### src/rtl/dmem_port_arbiter_pkg.sv
// Shared definitions for the data-memory port arbiter.
// The read-return owner encoding is shared with anything that snoops the port.
package dmem_port_arbiter_pkg;

  // Who owns the read data coming back from memory this cycle.
  typedef enum logic [1:0] {
    OWN_NONE = 2'd0,
    OWN_CORE = 2'd1,
    OWN_DBG  = 2'd2
  } owner_e;

endpackage

### src/rtl/dmem_port_arbiter.sv
// Data-memory port arbiter: shares one synchronous memory port between the
// MEM-stage load/store path and the board debug/display reader. The core wins
// by default; a debug reader starved for STARVE_MAX cycles gets one forced slot.
module dmem_port_arbiter
  import dmem_port_arbiter_pkg::*;
#(
  parameter int unsigned ADDR_W     = 32,
  parameter int unsigned DATA_W     = 32,
  parameter int unsigned STARVE_MAX = 16
) (
  input  logic                clk,
  input  logic                rst,
  // core (MEM stage) side
  input  logic                core_req,
  input  logic                core_we,
  input  logic [DATA_W/8-1:0] core_be,
  input  logic [ADDR_W-1:0]   core_addr,
  input  logic [DATA_W-1:0]   core_wdata,
  output logic                core_stall,
  output logic [DATA_W-1:0]   core_rdata,
  output logic                core_rvalid,
  // debug reader side
  input  logic                dbg_req,
  input  logic [ADDR_W-1:0]   dbg_addr,
  output logic                dbg_gnt,
  output logic [DATA_W-1:0]   dbg_rdata,
  output logic                dbg_rvalid,
  // memory side
  output logic                mem_en,
  output logic                mem_we,
  output logic [DATA_W/8-1:0] mem_be,
  output logic [ADDR_W-1:0]   mem_addr,
  output logic [DATA_W-1:0]   mem_wdata,
  input  logic [DATA_W-1:0]   mem_rdata
);

  localparam int unsigned BE_W  = DATA_W / 8;
  localparam int unsigned CNT_W = $clog2(STARVE_MAX + 1);
  localparam logic [CNT_W-1:0] CntMax = CNT_W'(STARVE_MAX);

  logic [CNT_W-1:0]  starve_cnt_q, starve_cnt_d;
  owner_e            rd_owner_q, rd_owner_d;
  logic [DATA_W-1:0] dbg_rdata_q;
  logic              dbg_rvalid_q;

  logic force_dbg;
  logic gnt_core;
  logic gnt_dbg;

  // Grant decision: forced debug slot, then core, then opportunistic debug.
  always_comb begin
    force_dbg = dbg_req && (starve_cnt_q == CntMax);
    gnt_dbg   = dbg_req && (force_dbg || !core_req);
    gnt_core  = core_req && !gnt_dbg;
  end

  assign core_stall = core_req && !gnt_core;
  assign dbg_gnt    = gnt_dbg;

  // Memory port mux driven from the winner; quiet when idle.
  always_comb begin
    mem_en    = 1'b0;
    mem_we    = 1'b0;
    mem_be    = '0;
    mem_addr  = core_addr;
    mem_wdata = core_wdata;
    if (gnt_dbg) begin
      mem_en   = 1'b1;
      mem_be   = {BE_W{1'b1}};
      mem_addr = dbg_addr;
    end else if (gnt_core) begin
      mem_en = 1'b1;
      mem_we = core_we;
      // Loads always fetch the whole word; byte selection happens downstream.
      mem_be = core_we ? core_be : {BE_W{1'b1}};
    end
  end

  // Next-state for starvation counter and read-return owner.
  always_comb begin
    starve_cnt_d = starve_cnt_q;
    if (!dbg_req || gnt_dbg) begin
      starve_cnt_d = '0;
    end else if (starve_cnt_q < CntMax) begin
      starve_cnt_d = starve_cnt_q + CNT_W'(1);
    end

    rd_owner_d = OWN_NONE;
    if (gnt_dbg) begin
      rd_owner_d = OWN_DBG;
    end else if (gnt_core && !core_we) begin
      rd_owner_d = OWN_CORE;
    end
  end

  // Starvation counter register.
  always_ff @(posedge clk) begin
    if (rst) begin
      starve_cnt_q <= '0;
    end else begin
      starve_cnt_q <= starve_cnt_d;
    end
  end

  // Read-return tracker: tags the returning word and latches debug reads.
  always_ff @(posedge clk) begin
    if (rst) begin
      rd_owner_q   <= OWN_NONE;
      dbg_rdata_q  <= '0;
      dbg_rvalid_q <= 1'b0;
    end else begin
      rd_owner_q   <= rd_owner_d;
      dbg_rvalid_q <= (rd_owner_q == OWN_DBG);
      if (rd_owner_q == OWN_DBG) begin
        dbg_rdata_q <= mem_rdata;
      end
    end
  end

  // Core load data passes straight through in the return cycle.
  assign core_rvalid = (rd_owner_q == OWN_CORE);
  assign core_rdata  = mem_rdata;
  assign dbg_rdata   = dbg_rdata_q;
  assign dbg_rvalid  = dbg_rvalid_q;

endmodule
### config.mk
export PLATFORM = sky130hd
export DESIGN_NAME = dmem_port_arbiter
export DESIGN_NICKNAME = d
export VERILOG_FILES = /design/src/rtl/dmem_port_arbiter_pkg.sv /design/src/rtl/dmem_port_arbiter.sv
export SDC_FILE = /design/constraint.sdc
export NUM_CORES = 1
export LEC_CHECK = 0
export BUFFER_PORTS_ARGS = -buffer_cell sky130_fd_sc_hd__buf_2
export CORE_AREA = 2 2 107 109
export CTS_CLUSTER_SIZE = 8
export DETAILED_ROUTE_END_ITERATION = 10
export DIE_AREA = 0 0 109 111
export PLACE_DENSITY = 0.58
export SLEW_MARGIN = 5
export SYNTH_ARGS = -nofsm -noshare
export SYNTH_HDL_FRONTEND = slang
export SYNTH_SLANG_ARGS = --single-unit
### constraint.sdc
create_clock -name clk -period 4.55 [get_ports clk]
set_input_delay 0.2275 -clock clk [delete_from_list [all_inputs] [get_ports clk]]
set_output_delay 0.2275 -clock clk [all_outputs]
set_load 0.005 [all_outputs]
==> flow_metrics.tcl, run 1 <==
set metrics [dict create \
    path_class "reg2out" \
    path_cells "inv_1 -> ha_1 -> and4bb_4 -> o21ai_4 -> buf_4 -> mux2_2 -> buf_2" \
    htreeDepth 2 \
    ant_nets 0 \
    clk_pin_slew_ns 0.06 \
    syn_area_um2 2490 \
    clock_skew_ns 0.00730 \
    post-cts-setup-buffer-count 0 \
    p_leak_uw 0.00177 \
    slowest_delay_ns 0.48 \
    ir_worst_vdd_mv 0.104 \
    coreArea_um2 11100 \
    arrival_ns 2.27 \
    ctsResizeCount 0 \
    numPortBuffers 210 \
    clock_latency_ns 0.28 \
    drtIter0Drc 78 \
    startpoint_type "register" \
    hold_viol 0 \
    maxSlewHeadroom_pct 54.3 \
    cts.sinks 40 \
    tns_ns 0 \
    initial_utilization_pct 22.5 \
    whs_endpoint "rd_owner_q[0]" \
    final.fill_count 1194 \
    async_reset_ff_share_pct 0 \
    power_uw 911 \
    cp_slowest_cell "buf_4" \
    ys_seq_elements 40 \
    ios 275 \
    diodes 0 \
    cts_hold_buf 0 \
    grt_use_total_pct 10.8 \
    fmax_ghz 0.401 \
    synth_top_area_share_pct 32.1 \
    yosysMostFrequentCell "nand2_1" \
    synth.area.top_cells "dfxtp_1, buf_4, mux2_4" \
    layout-drive-gt1-share_pct 59.6 \
    grt_pass1_wl_mm 10.5 \
    cts_made_buffers 5 \
    vias_per_cell 3.96 \
    power_density_nw_per_um2 273 \
    grt_pass1_vias 2157 \
    finalSetupViolations 0 \
    post_drt_wl_per_cell_um 12.3 \
    yosys_warnings 0 \
    grt_start_max_net_pins 37 \
    regArea_um2 801 \
    cts_buffer_depth 2 \
    num_vias 2274 \
    syn2layout_area_growth_pct 34.0 \
    period_minus_slack_ns 2.49 \
    routabilityCongestion 0.754 \
    worst_pin_slew_ns 0.686 \
    nets 569 \
    cp_max_fo 34 \
    rows 39 \
    outcome "finished clean" \
    synth_area_per_cell_um2 8.63 \
    timing.rr.end "dbg_rdata[3]" \
    hold_depth 2 \
    critPathCaptureType "output pin" \
    drc_errors 0 \
    cts_tree "built" \
    seq_area_frac_synth_pct 32.1 \
    place_hpwl_mm 5.77 \
    die_area_um2 12100 \
    yosys_most_used_dff "dfxtp_1" \
    synth_nets 428 \
    hp-class "in2reg" \
    drt-total-wl_mm 7.07 \
    die_w_um 109 \
    multi_input_area_um2 1100 \
    drt_pre_antenna_iters 4 \
    hold_slack_ns 0.165 \
    fin_crit_sh_pct 54.8 \
    required_ns 4.32 \
    cap_violations 0 \
    grt_overflow_total 0 \
    die_y_um 111 \
    r2r_start "rd_owner_q[0]" \
    synth_edf_count 0 \
    synth_cell_types 25 \
    syn_inst 289 \
    reg2reg_depth 4 \
    rrSetupSlack_ns 2.98 \
    antenna_found_initial 0 \
    cts_root_buf "clkbuf_16" \
    synth_top_area_cell "dfxtp_1" \
    drv_slew 0 \
    rsz0062_at_grt "false" \
    min_from "core_we" \
    synth_commonest_cells "nand2_1, buf_4, dfxtp_1" \
]
per-layer routing:
| metal | up-vias | part of all wire, % | track usage [%] |
|---|---|---|---|
| met2 | 79 | 51 | 18.8 |
| met1 | 1032 | 42 | 12.9 |
| met3 | 10 | 6.6 | 2.70 |
| met5 | - | 0 | 0 |
| li1 | 1153 | - | - |
| met4 | 0 | 0.75 | 3.25 |
sequential cells by signal, indices dropped and copies added (netlist names):
name / cells
dbg_rdata: 32
rd_owner_q: 2
dbg_rvalid: 1
starve_cnt_q: 5
worst max-delay path, delay by kind of cell (launching register included):
family                   cells  cell delay, ns
AND/OR/NAND/NOR              1            0.22
multiplexers                 1            0.40
AO/OA/AOI/OAI                1            0.11
adder cells (fa/ha/maj)      1            0.19
buffers and inverters        3            0.67
flip-flops                   1            0.39
final cells by class:
class	instances	area share [%]
Clock buffer	6	4.16
Clock inverter	2	0.412
Inverter	9	1.01
Multi-Input combinational cell	161	33.0
Sequential cell	40	24.0
Tap cell	143	5.35
Timing Repair Buffer	213	32.1
power by group:
part | leakage (µW) | internal, µW | switching, µW
combinational | 0.00137 | 107 | 79.0
sequential | 0.000325 | 361 | 5.32
clock | 0.0000772 | 219 | 140
total | 0.00177 | 687 | 224
kinds of logic after synthesis:
group                    Yosys count  share of synthesized area (%)
adder cells (fa/ha/maj)            2                           1.00
multiplexers                      33                           19.1
buffers and inverters             88                           23.8
flip-flops                        40                           32.1
AO/OA/AOI/OAI                     40                           8.78
AND/OR/NAND/NOR                   83                           14.2
XOR/XNOR                           3                           1.05
layout by cell type, fill, tap and decap left out, types with 3 or more instances in the layout:
| cell type | count |
|---|---|
| a21oi_1 | 36 |
| buf_2 | 210 |
| nand2_1 | 65 |
| mux2_4 | 28 |
| dfxtp_1 | 40 |
| clkbuf_16 | 5 |
| inv_1 | 9 |
| nor2_1 | 9 |
| mux2_2 | 4 |
| buf_4 | 3 |
worst max path at each step:
stage | depth (start not counted) | end | slack [ns] | startpoint
5_1_grt | 7 | mem_addr[31] | 1.96 | starve_cnt_q[0]
3_5_place_dp | 7 | mem_addr[31] | 2.35 | starve_cnt_q[0]
3_3_place_gp | 7 | mem_addr[28] | 2.40 | starve_cnt_q[0]
4_1_cts | 7 | mem_addr[31] | 2.04 | starve_cnt_q[0]
2_1_floorplan | 6 | mem_addr[0] | 2.79 | starve_cnt_q[0]
6_report | 7 | mem_addr[31] | 2.06 | starve_cnt_q[0]
through the flow:
step	util (%)	std cells	area, µm²	worst slack (ns)
global placement	28.8	566	3190	2.40
finish	30.2	574	3340	2.06
CTS	30.2	574	3340	2.04
floorplan	-	289	2490	2.79
global route	30.2	574	3340	1.96
detailed placement	28.8	566	3190	2.35
Note: power is estimated with default switching activity, not from simulation.
==> inputs of run 2 (changes only) <==
- clock period: 4.55 -> 2.43 ns (I/O delays scaled with it)
==> run 2 against run 1 <==
Compared with the run above: routed wire length grew 0.68%; die area did not move; sequential share of layout area down 0.18 points; clock skew decreased by 0.0057 ns; highest routed layer unchanged; largest cell class unchanged; sequential cell count is the same; final area rose by 0.75%; final cell count is 0.17% lower; count of clock-buffer cells in the layout increased by 1; sequential power up 87%.
==> flow_metrics.tcl, run 2 (synthesis gave the netlist of run 1 again) <==
set metrics [dict create \
    cts_buffer_depth 2 \
    antenna_found_initial 0 \
    die_w_um 109 \
    outcome "finished clean" \
    rsz0062_at_grt "false" \
    required_ns 2.31 \
    final_cell_mix "buf_2, nand2_1, dfxtp_1, a21oi_1, mux2_4" \
    syn2layout_area_growth_pct 35.0 \
    grt_overflow_total 0 \
    cts_tree "built" \
    arrival_ns 2.04 \
    rows 39 \
    r2r_start "starve_cnt_q[0]" \
    p_leak_uw 0.00178 \
    cts_hold_buf 0 \
    drtIter0Drc 89 \
    place_hpwl_mm 5.88 \
    crit_start "starve_cnt_q[0]" \
    final_common_cell "buf_2" \
    hold_viol 0 \
    grt_start_max_net_pins 37 \
    coreArea_um2 11100 \
    ant_nets 0 \
    drt_pre_antenna_iters 4 \
    placedCellCount 566 \
    layoutNonFillerInstCount 573 \
    cap_violations 0 \
    num_vias 2309 \
    min_from "core_we" \
    hp-class "in2reg" \
    drv_slew 0 \
    drt-total-wl_mm 7.12 \
    drc_errors 0 \
    cts.sinks 40 \
    clock_skew_ns 0.00161 \
    cts_made_buffers 5 \
    largest_register_ff_count 32 \
    die_y_um 111 \
    power_density_nw_per_um2 508 \
    post-cts-setup-buffer-count 0 \
    startpoint_type "register" \
    ios 275 \
    post_drt_wl_per_cell_um 12.4 \
    finalSetupViolations 0 \
    cp_max_fo 34 \
    fmax_ghz 0.463 \
    final.fill_count 1196 \
    path_class "reg2out" \
    ctsResizeCount 0 \
    layout-drive-gt1-share_pct 59.5 \
    clk_pin_slew_ns 0.06 \
    numPortBuffers 210 \
    period_minus_slack_ns 2.16 \
    fin_crit_sh_pct 88.8 \
    initial_utilization_pct 22.5 \
    diodes 0 \
    ir_worst_vdd_mv 0.217 \
    grt_pass1_vias 2245 \
    nets 569 \
    cts_root_buf "clkbuf_16" \
    die_area_um2 12100 \
    clock_latency_ns 0.27 \
    grt_use_total_pct 11.1 \
    grt_pass1_wl_mm 10.7 \
    worst_pin_slew_ns 0.726 \
    tns_ns 0 \
    maxSlewHeadroom_pct 51.6 \
    vias_per_cell 4.03 \
    htreeDepth 2 \
    routabilityCongestion 0.686 \
    critPathCaptureType "output pin" \
]
==> run 2: changes by cell type in the layout (fill, tap and decap cells not counted), sizes merged <==
cell | previous run | this run
clkbuf | 6 | 7
clkinv | 1 | 0
inv | 10 | 9
==> run 2: report_power, final <==
part,switching (µW),internal [µW],leakage [µW]
combinational,149,204,0.00138
sequential,10.1,676,0.000325
clock,241,430,0.0000760
==> run 2: metrics by stage <==
step                hold WS, ns  util, %  cell area [µm²]  power, µW  setup slack, ns
global placement          0.243     29.0             3210       1050            0.597
finish                   0.0506     30.4             3370       1710            0.272
detailed placement        0.243     29.0             3210       1060            0.567
floorplan                 0.211        -             2490        934            0.773
global route             0.0650     30.4             3370       1810            0.150
CTS                      0.0527     30.4             3370       1750            0.251
==> run 2: area by class of cell <==
class	count	area (µm²)	area share (%)
Timing Repair Buffer	213	1100	32.6
Sequential cell	40	801	23.8
Tap cell	143	179	5.31
Inverter	9	33.8	1.00
Clock buffer	7	153	4.53
Multi-Input combinational cell	161	1100	32.7
==> run 2: final timing paths <==
| kind | end | slack, ns | cells after the start |
|---|---|---|---|
| worst max register to register | starve_cnt_q[2] | 0.93 | 5 |
| worst min-delay path | rd_owner_q[0] | 0.05 | 2 |
| worst max-delay path | mem_addr[29] | 0.27 | 7 |
| worst min register to register | dbg_rdata[15] | 0.45 | 2 |
==> run 2: worst max-delay path, cell delays in order, from the launching register on <==
cell and delay [ns]:
dfxtp_1 0.39, inv_1 0.06, ha_1 0.19, and4bb_4 0.22
o21ai_4 0.14, buf_12 0.26, mux2_2 0.36, buf_2 0.13
==> run 2: per-layer routing <==
metal / track usage [%] / wire (µm) / vias up
li1: - / - / 1150
met1: 13.4 / 2890 / 1062
met2: 18.3 / 3630 / 81
met3: 3.35 / 502 / 16
met4: 3.93 / 93 / 0
met5: 0 / 0 / -
